## src/rtl/led_bar_sequencer.sv

```systemverilog
// -----------------------------------------------------------------------------
// led_bar_sequencer
//   LED bar-graph driver. A prescaler produces a step tick every DIV enabled
//   clocks. A position counter moves between two clamped bounds in up-wrap,
//   down-wrap, bounce or hold mode. The position is decoded into a registered
//   thermometer bar or a single dot.
//
// Ports
//   clk        system clock
//   rst        asynchronous reset, active low
//   en         step enable; low freezes both the prescaler and the position
//   load       synchronous restart from the start position; wins over a tick
//   start_num  first bound, clamped to N_LEDS
//   end_num    second bound, clamped to N_LEDS
//   mode       00 up-wrap, 01 down-wrap, 10 bounce, 11 hold
//   dot_mode   0 thermometer bar, 1 single dot
//   count      current position, 0..N_LEDS
//   dir        current direction, 1 = up
//   check      one-cycle pulse on the tick that reaches the terminal bound
//   led_out    LED pattern, registered one cycle behind count
// -----------------------------------------------------------------------------
module led_bar_sequencer #(
  parameter int N_LEDS = 16,
  parameter int CW     = $clog2(N_LEDS + 1),
  parameter int DIV    = 50_000_000
) (
  input  logic              clk,
  input  logic              rst,
  input  logic              en,
  input  logic              load,
  input  logic [CW-1:0]     start_num,
  input  logic [CW-1:0]     end_num,
  input  logic [1:0]        mode,
  input  logic              dot_mode,
  output logic [CW-1:0]     count,
  output logic              dir,
  output logic              check,
  output logic [N_LEDS-1:0] led_out
);

  localparam int            PW       = (DIV > 1) ? $clog2(DIV) : 1;
  localparam logic [PW-1:0] PRE_LAST = PW'(DIV - 1);
  localparam logic [CW-1:0] N_MAX    = CW'(N_LEDS);

  localparam logic [1:0] MODE_UP     = 2'b00;
  localparam logic [1:0] MODE_DOWN   = 2'b01;
  localparam logic [1:0] MODE_BOUNCE = 2'b10;
  localparam logic [1:0] MODE_HOLD   = 2'b11;

  logic [PW-1:0]     presc_q, presc_d;
  logic [CW-1:0]     count_q, count_d;
  logic              dir_q, dir_d;
  logic              check_q, check_d;
  logic [N_LEDS-1:0] led_q, led_d;

  logic [CW-1:0] start_c, end_c, lo, hi;
  logic [CW-1:0] count_inc, count_dec;
  logic [CW-1:0] load_count;
  logic          load_dir;
  logic          tick;

  // Bound clamping and ordering: the counter always runs on lo <= hi.
  always_comb begin
    start_c    = (start_num > N_MAX) ? N_MAX : start_num;
    end_c      = (end_num   > N_MAX) ? N_MAX : end_num;
    lo         = (start_c < end_c) ? start_c : end_c;
    hi         = (start_c < end_c) ? end_c   : start_c;
    count_inc  = count_q + 1'b1;
    count_dec  = count_q - 1'b1;
    tick       = en && (presc_q == PRE_LAST);
    // Restart point: down-wrap starts at the top going down, all others at
    // the bottom going up. Also the snap target for an out-of-range count.
    load_count = (mode == MODE_DOWN) ? hi : lo;
    load_dir   = (mode != MODE_DOWN);
  end

  always_comb begin
    // NOTE: every signal assigned here gets a default first so that no path
    // leaves it unassigned, which would infer a latch.
    presc_d = presc_q;
    count_d = count_q;
    dir_d   = dir_q;
    check_d = 1'b0;

    if (load) begin
      presc_d = '0;
      count_d = load_count;
      dir_d   = load_dir;
    end else if (en) begin
      presc_d = tick ? '0 : presc_q + 1'b1;
      if (tick && (mode != MODE_HOLD)) begin
        if ((count_q < lo) || (count_q > hi)) begin
          // Bounds moved under the counter without a load: restart quietly.
          count_d = load_count;
          dir_d   = load_dir;
        end else if (lo == hi) begin
          count_d = lo;
          check_d = 1'b1;
        end else begin
          case (mode)
            MODE_UP: begin
              if (count_q == hi) begin
                count_d = lo;
              end else begin
                count_d = count_inc;
                check_d = (count_inc == hi);
              end
            end
            MODE_DOWN: begin
              if (count_q == lo) begin
                count_d = hi;
              end else begin
                count_d = count_dec;
                check_d = (count_dec == lo);
              end
            end
            MODE_BOUNCE: begin
              // Direction flips on the same edge that lands on a bound, so
              // the next step already heads back inside the range.
              if (dir_q) begin
                if (count_q == hi) begin
                  count_d = count_dec;
                  dir_d   = 1'b0;
                end else begin
                  count_d = count_inc;
                  if (count_inc == hi) begin
                    dir_d   = 1'b0;
                    check_d = 1'b1;
                  end
                end
              end else begin
                if (count_q == lo) begin
                  count_d = count_inc;
                  dir_d   = 1'b1;
                end else begin
                  count_d = count_dec;
                  if (count_dec == lo) begin
                    dir_d   = 1'b1;
                    check_d = 1'b1;
                  end
                end
              end
            end
            default: ;
          endcase
        end
      end
    end
  end

  // LED decode from the registered position; the result is registered again.
  always_comb begin
    led_d = '0;
    for (int i = 0; i < N_LEDS; i++) begin
      if (dot_mode) begin
        led_d[i] = (count_q != '0) && (CW'(i) == count_dec);
      end else begin
        led_d[i] = (CW'(i) < count_q);
      end
    end
  end

  // NOTE: sequential state uses non-blocking assignments so every flop samples
  // the pre-edge values regardless of statement order.
  always_ff @(posedge clk or negedge rst) begin
    if (!rst) begin
      presc_q <= '0;
      count_q <= '0;
      dir_q   <= 1'b1;
      check_q <= 1'b0;
      led_q   <= '0;
    end else begin
      presc_q <= presc_d;
      count_q <= count_d;
      dir_q   <= dir_d;
      check_q <= check_d;
      led_q   <= led_d;
    end
  end

  assign count   = count_q;
  assign dir     = dir_q;
  assign check   = check_q;
  assign led_out = led_q;

endmodule

```

## config.mk

```make
export PLATFORM = sky130hd
export DESIGN_NAME = led_bar_sequencer
export DESIGN_NICKNAME = d
export VERILOG_FILES = /design/src/rtl/led_bar_sequencer.sv
export SDC_FILE = /design/constraint.sdc
export NUM_CORES = 1
export LEC_CHECK = 0
export CAP_MARGIN = 20
export CORE_MARGIN = 2
export CORE_UTILIZATION = 60
export CTS_CLUSTER_DIAMETER = 120
export DETAILED_ROUTE_END_ITERATION = 7
export DONT_BUFFER_PORTS = 1
export HOLD_SLACK_MARGIN = 0.1
export PLACE_DENSITY = 0.87
export SYNTH_ARGS = -nofsm -noshare
export SYNTH_HDL_FRONTEND = slang
export SYNTH_SLANG_ARGS = --single-unit
```

## constraint.sdc

```tcl
create_clock -name clk -period 4.1 [get_ports clk]
set_input_delay 1.025 -clock clk [delete_from_list [all_inputs] [get_ports clk]]
set_output_delay 1.025 -clock clk [all_outputs]
set_load 0.02 [all_outputs]
```

==> summary.txt <==
Critical path
  • CP Data Arrival Time: 4.37 ns
  • Path depth of the worst reg2reg path: 10
  • Crit end category: flip-flop
  • Required time worst endpoint: 4.30 ns
  • CP Max Fanout: 6
  • Worst setup SP type: primary input
  • Kind of critical path: in -> reg

Clock tree
  • Worst-path clk slew: 0.10 ns
  • CTS H-tree lvls: 2
  • Clock tree sinks: 49
  • CTS tree: done
  • Clk buf depth: 2
  • Skew-Pair Late Insertion Delay: 0.31 ns
  • CTS root buffer: clkbuf_8
  • Hold buffers post-CTS: 0
  • Cts bufs inserted: 5

Yosys
  • Synth top area cells: dfrtp_1 (34%), ha_1 (8.8%), xor2_1 (4.7%), nor2_1 (4.4%), xnor2_1 (4.4%)
  • FF+latch count, synth: 49
  • Post-synth EDFFs: 0
  • Area fraction of the dominant cell type after synthesis: 0.338
  • Most frequent cell after synthesis: dfrtp_1
  • Synth Instances: 409
  • Synth warn: 0
  • Post-Syn Nets: 451
  • Top FF cell, synth: dfrtp_1
  • Mapped Avg Cell Area: 8.70 um2
  • Area leader, netlist: dfrtp_1
  • Syn Std Cell Area: 3560 um2
  • Library cells used by synthesis: 54
  • Most frequent cells after synthesis: dfrtp_1 (48), nor2_1 (42), nand2_1 (34), ha_1 (25), nand3_1 (22)
  • Post-synthesis sequential area ratio: 0.345
  • Post-synth ARST share: 1.00

Global routing
  • Vias in the first global route: 3,276
  • Total gr overflow: 0
  • Gr usage total: 0.299
  • Global-route wire length before repair: 15,200 um
  • Pin count of the biggest net entering global routing: 50
  • Initial antenna violation count: 0

Detailed routing
  • Routed WL: 9590 um
  • Number of nets still failing antenna checks after routing: 0
  • TritonRoute pass-1 iters: 7
  • Average wire per standard cell: 18.5 um
  • Routed vias: 3,356
  • Initial DRC Count: 298
  • DRC viols: 0
  • Via density: 6.48

Run status
  • Failing checks: setup timing
  • Outcome: complete, but fails checks

Power
  • Peak VDD IR: 0.000369 V
  • Leakage: 0.00191 uW
  • Power, Total: 2460 uW
  • Power Density: 585 nW/um2

Layout
  • Area of the multi-input gates: 2360 um2
  • Core Util, Final: 0.723
  • Fill count: 393
  • Fraction of layout cells with a size suffix above 1: 0.214
  • Antenna Cells: 0
  • Area grow syn2layout: 18.2%
  • NumNets Final: 484
  • Sequential cell area: 1230 um2

Timing
  • Hold Vio Cnt, Final: 0
  • Setup ws final: -0.0711 ns
  • Slew HR: 0.442
  • Min Hold Slack: 0.392 ns
  • Highest clock rate: 0.240 GHz
  • Skew final: 0.0102 ns
  • Fin. max-slew vios: 0
  • Tmin final: 4.17 ns
  • Worst slew pin tran: 0.837 ns
  • RSZ-0062 raised after global routing: yes
  • Final setup viols: 5
  • Fin crit share: 1.02

Place
  • IO Port Bufs: 0
  • DP HPWL: 6840 um
  • RD Place Congestion: 1.00

Min path
  • Hold Path Class: in -> async

Floorplan
  • CORE AREA: 5820 um2
  • Boundary Pins: 40
  • Die H: 81.0 um
  • Die Wd: 81.0 um
  • Full die area: 6560 um2
  • Num rows: 28
  • Initial Utilization: 0.612

Run
  • MaxCap Viol Count: 0
## final timing paths
| path | startpoint | end | slack [ns] |
|---|---|---|---|
| min in group clk | presc_q[5] | presc_q[5] | 0.56 |
| max | end_num[4] | count[0] | -0.07 |
| max in group asynchronous | rst | dir | 3.52 |
| min | rst | led_out[3] | 0.39 |
| max reg2reg | count[0] | count[3] | 1.05 |
| min reg2reg | presc_q[5] | presc_q[5] | 0.56 |
## area by class of cell
| cell class | instances | share of cell area |
|---|---|---|
| timing repair buffer | 46 | 0.0875 |
| multi-input combinational | 321 | 0.561 |
| clock inverter | 2 | 0.00327 |
| clock buffer | 6 | 0.0173 |
| sequential | 49 | 0.292 |
| inverter | 19 | 0.0170 |
| tap | 75 | 0.0223 |
## cell usage in the layout (no fill, tap or decap), types with 6 or more instances in the layout
cell / synthesis / layout
dfrtp_1: 48 / 48
or3_1: 6 / 6
buf_6: 0 / 6
xor2_1: 19 / 19
nand3_1: 22 / 19
ha_1: 25 / 22
xnor2_1: 18 / 18
nor2_1: 42 / 42
nor3_1: 11 / 10
nand2b_1: 7 / 6
o22ai_1: 15 / 15
a21oi_1: 18 / 18
mux2i_1: 12 / 8
and3_1: 9 / 8
o21ai_0: 10 / 10
nand2_1: 34 / 30
nand4_1: 7 / 7
inv_1: 19 / 17
buf_4: 0 / 40
## flip-flops by register name, summed over array words and instances, names as in the netlist
| signal | flops |
|---|---|
| check | 1 |
| dir | 1 |
| presc_q | 26 |
| count | 5 |
| led_out | 16 |
## logic make-up after synthesis
logic type,synth area share
XOR/XNOR,0.0988
AO/OA/AOI/OAI,0.154
multiplexers,0.0412
AND/OR/NAND/NOR,0.232
flip-flops,0.345
adder cells (fa/ha/maj),0.0879
buffers and inverters,0.0412
## per-stage QoR
| stage | instance area [um2] | setup TNS [ns] | setup WS [ns] | std cells |
|---|---|---|---|---|
| floorplan | 3620 | -2.35 | -0.410 | 409 |
| global placement | 3950 | -1.72 | -0.280 | 507 |
| detailed placement | 3950 | -2.87 | -0.489 | 507 |
| CTS | 4130 | -0.126 | -0.0419 | 517 |
| global route | 4210 | -1.25 | -0.248 | 518 |
| finish | 4210 | -0.193 | -0.0711 | 518 |
## layer usage
metal / wire length (um) / vias up / GRT usage
met5: 0 / - / 0
met4: 278 / 0 / 0.122
met3: 667 / 31 / 0.0433
met2: 5020 / 194 / 0.536
met1: 3620 / 1617 / 0.357
li1: - / 1514 / -
## timing repair
action,CTS,global route
hold endpoints to repair,0,0
setup endpoints to repair,6,6
pin swaps,2,4
gates resized for setup,17,13
setup buffers,3,1
## critical path: stages
cell      delay (ns)
and2b_2         0.21
inv_2           0.05
ha_4            0.27
nand2_4         0.06
nor4b_4         0.28
nor3_4          0.08
buf_6           0.14
mux2_4          0.31
inv_2           0.06
ha_4            0.19
a21o_1          0.16
a221oi_2        0.24
nor2_1          0.07
or4_4           0.53
nand2b_4        0.21
buf_6           0.16
nor3_1          0.22
o41ai_2         0.10
## where the power goes
part,internal [uW],leakage [uW],switching [uW]
Combinational,604,0.00122,790
Sequential,580,0.000652,194
Clock,122,0.0000456,169
Power figures use the tool's default switching activity.
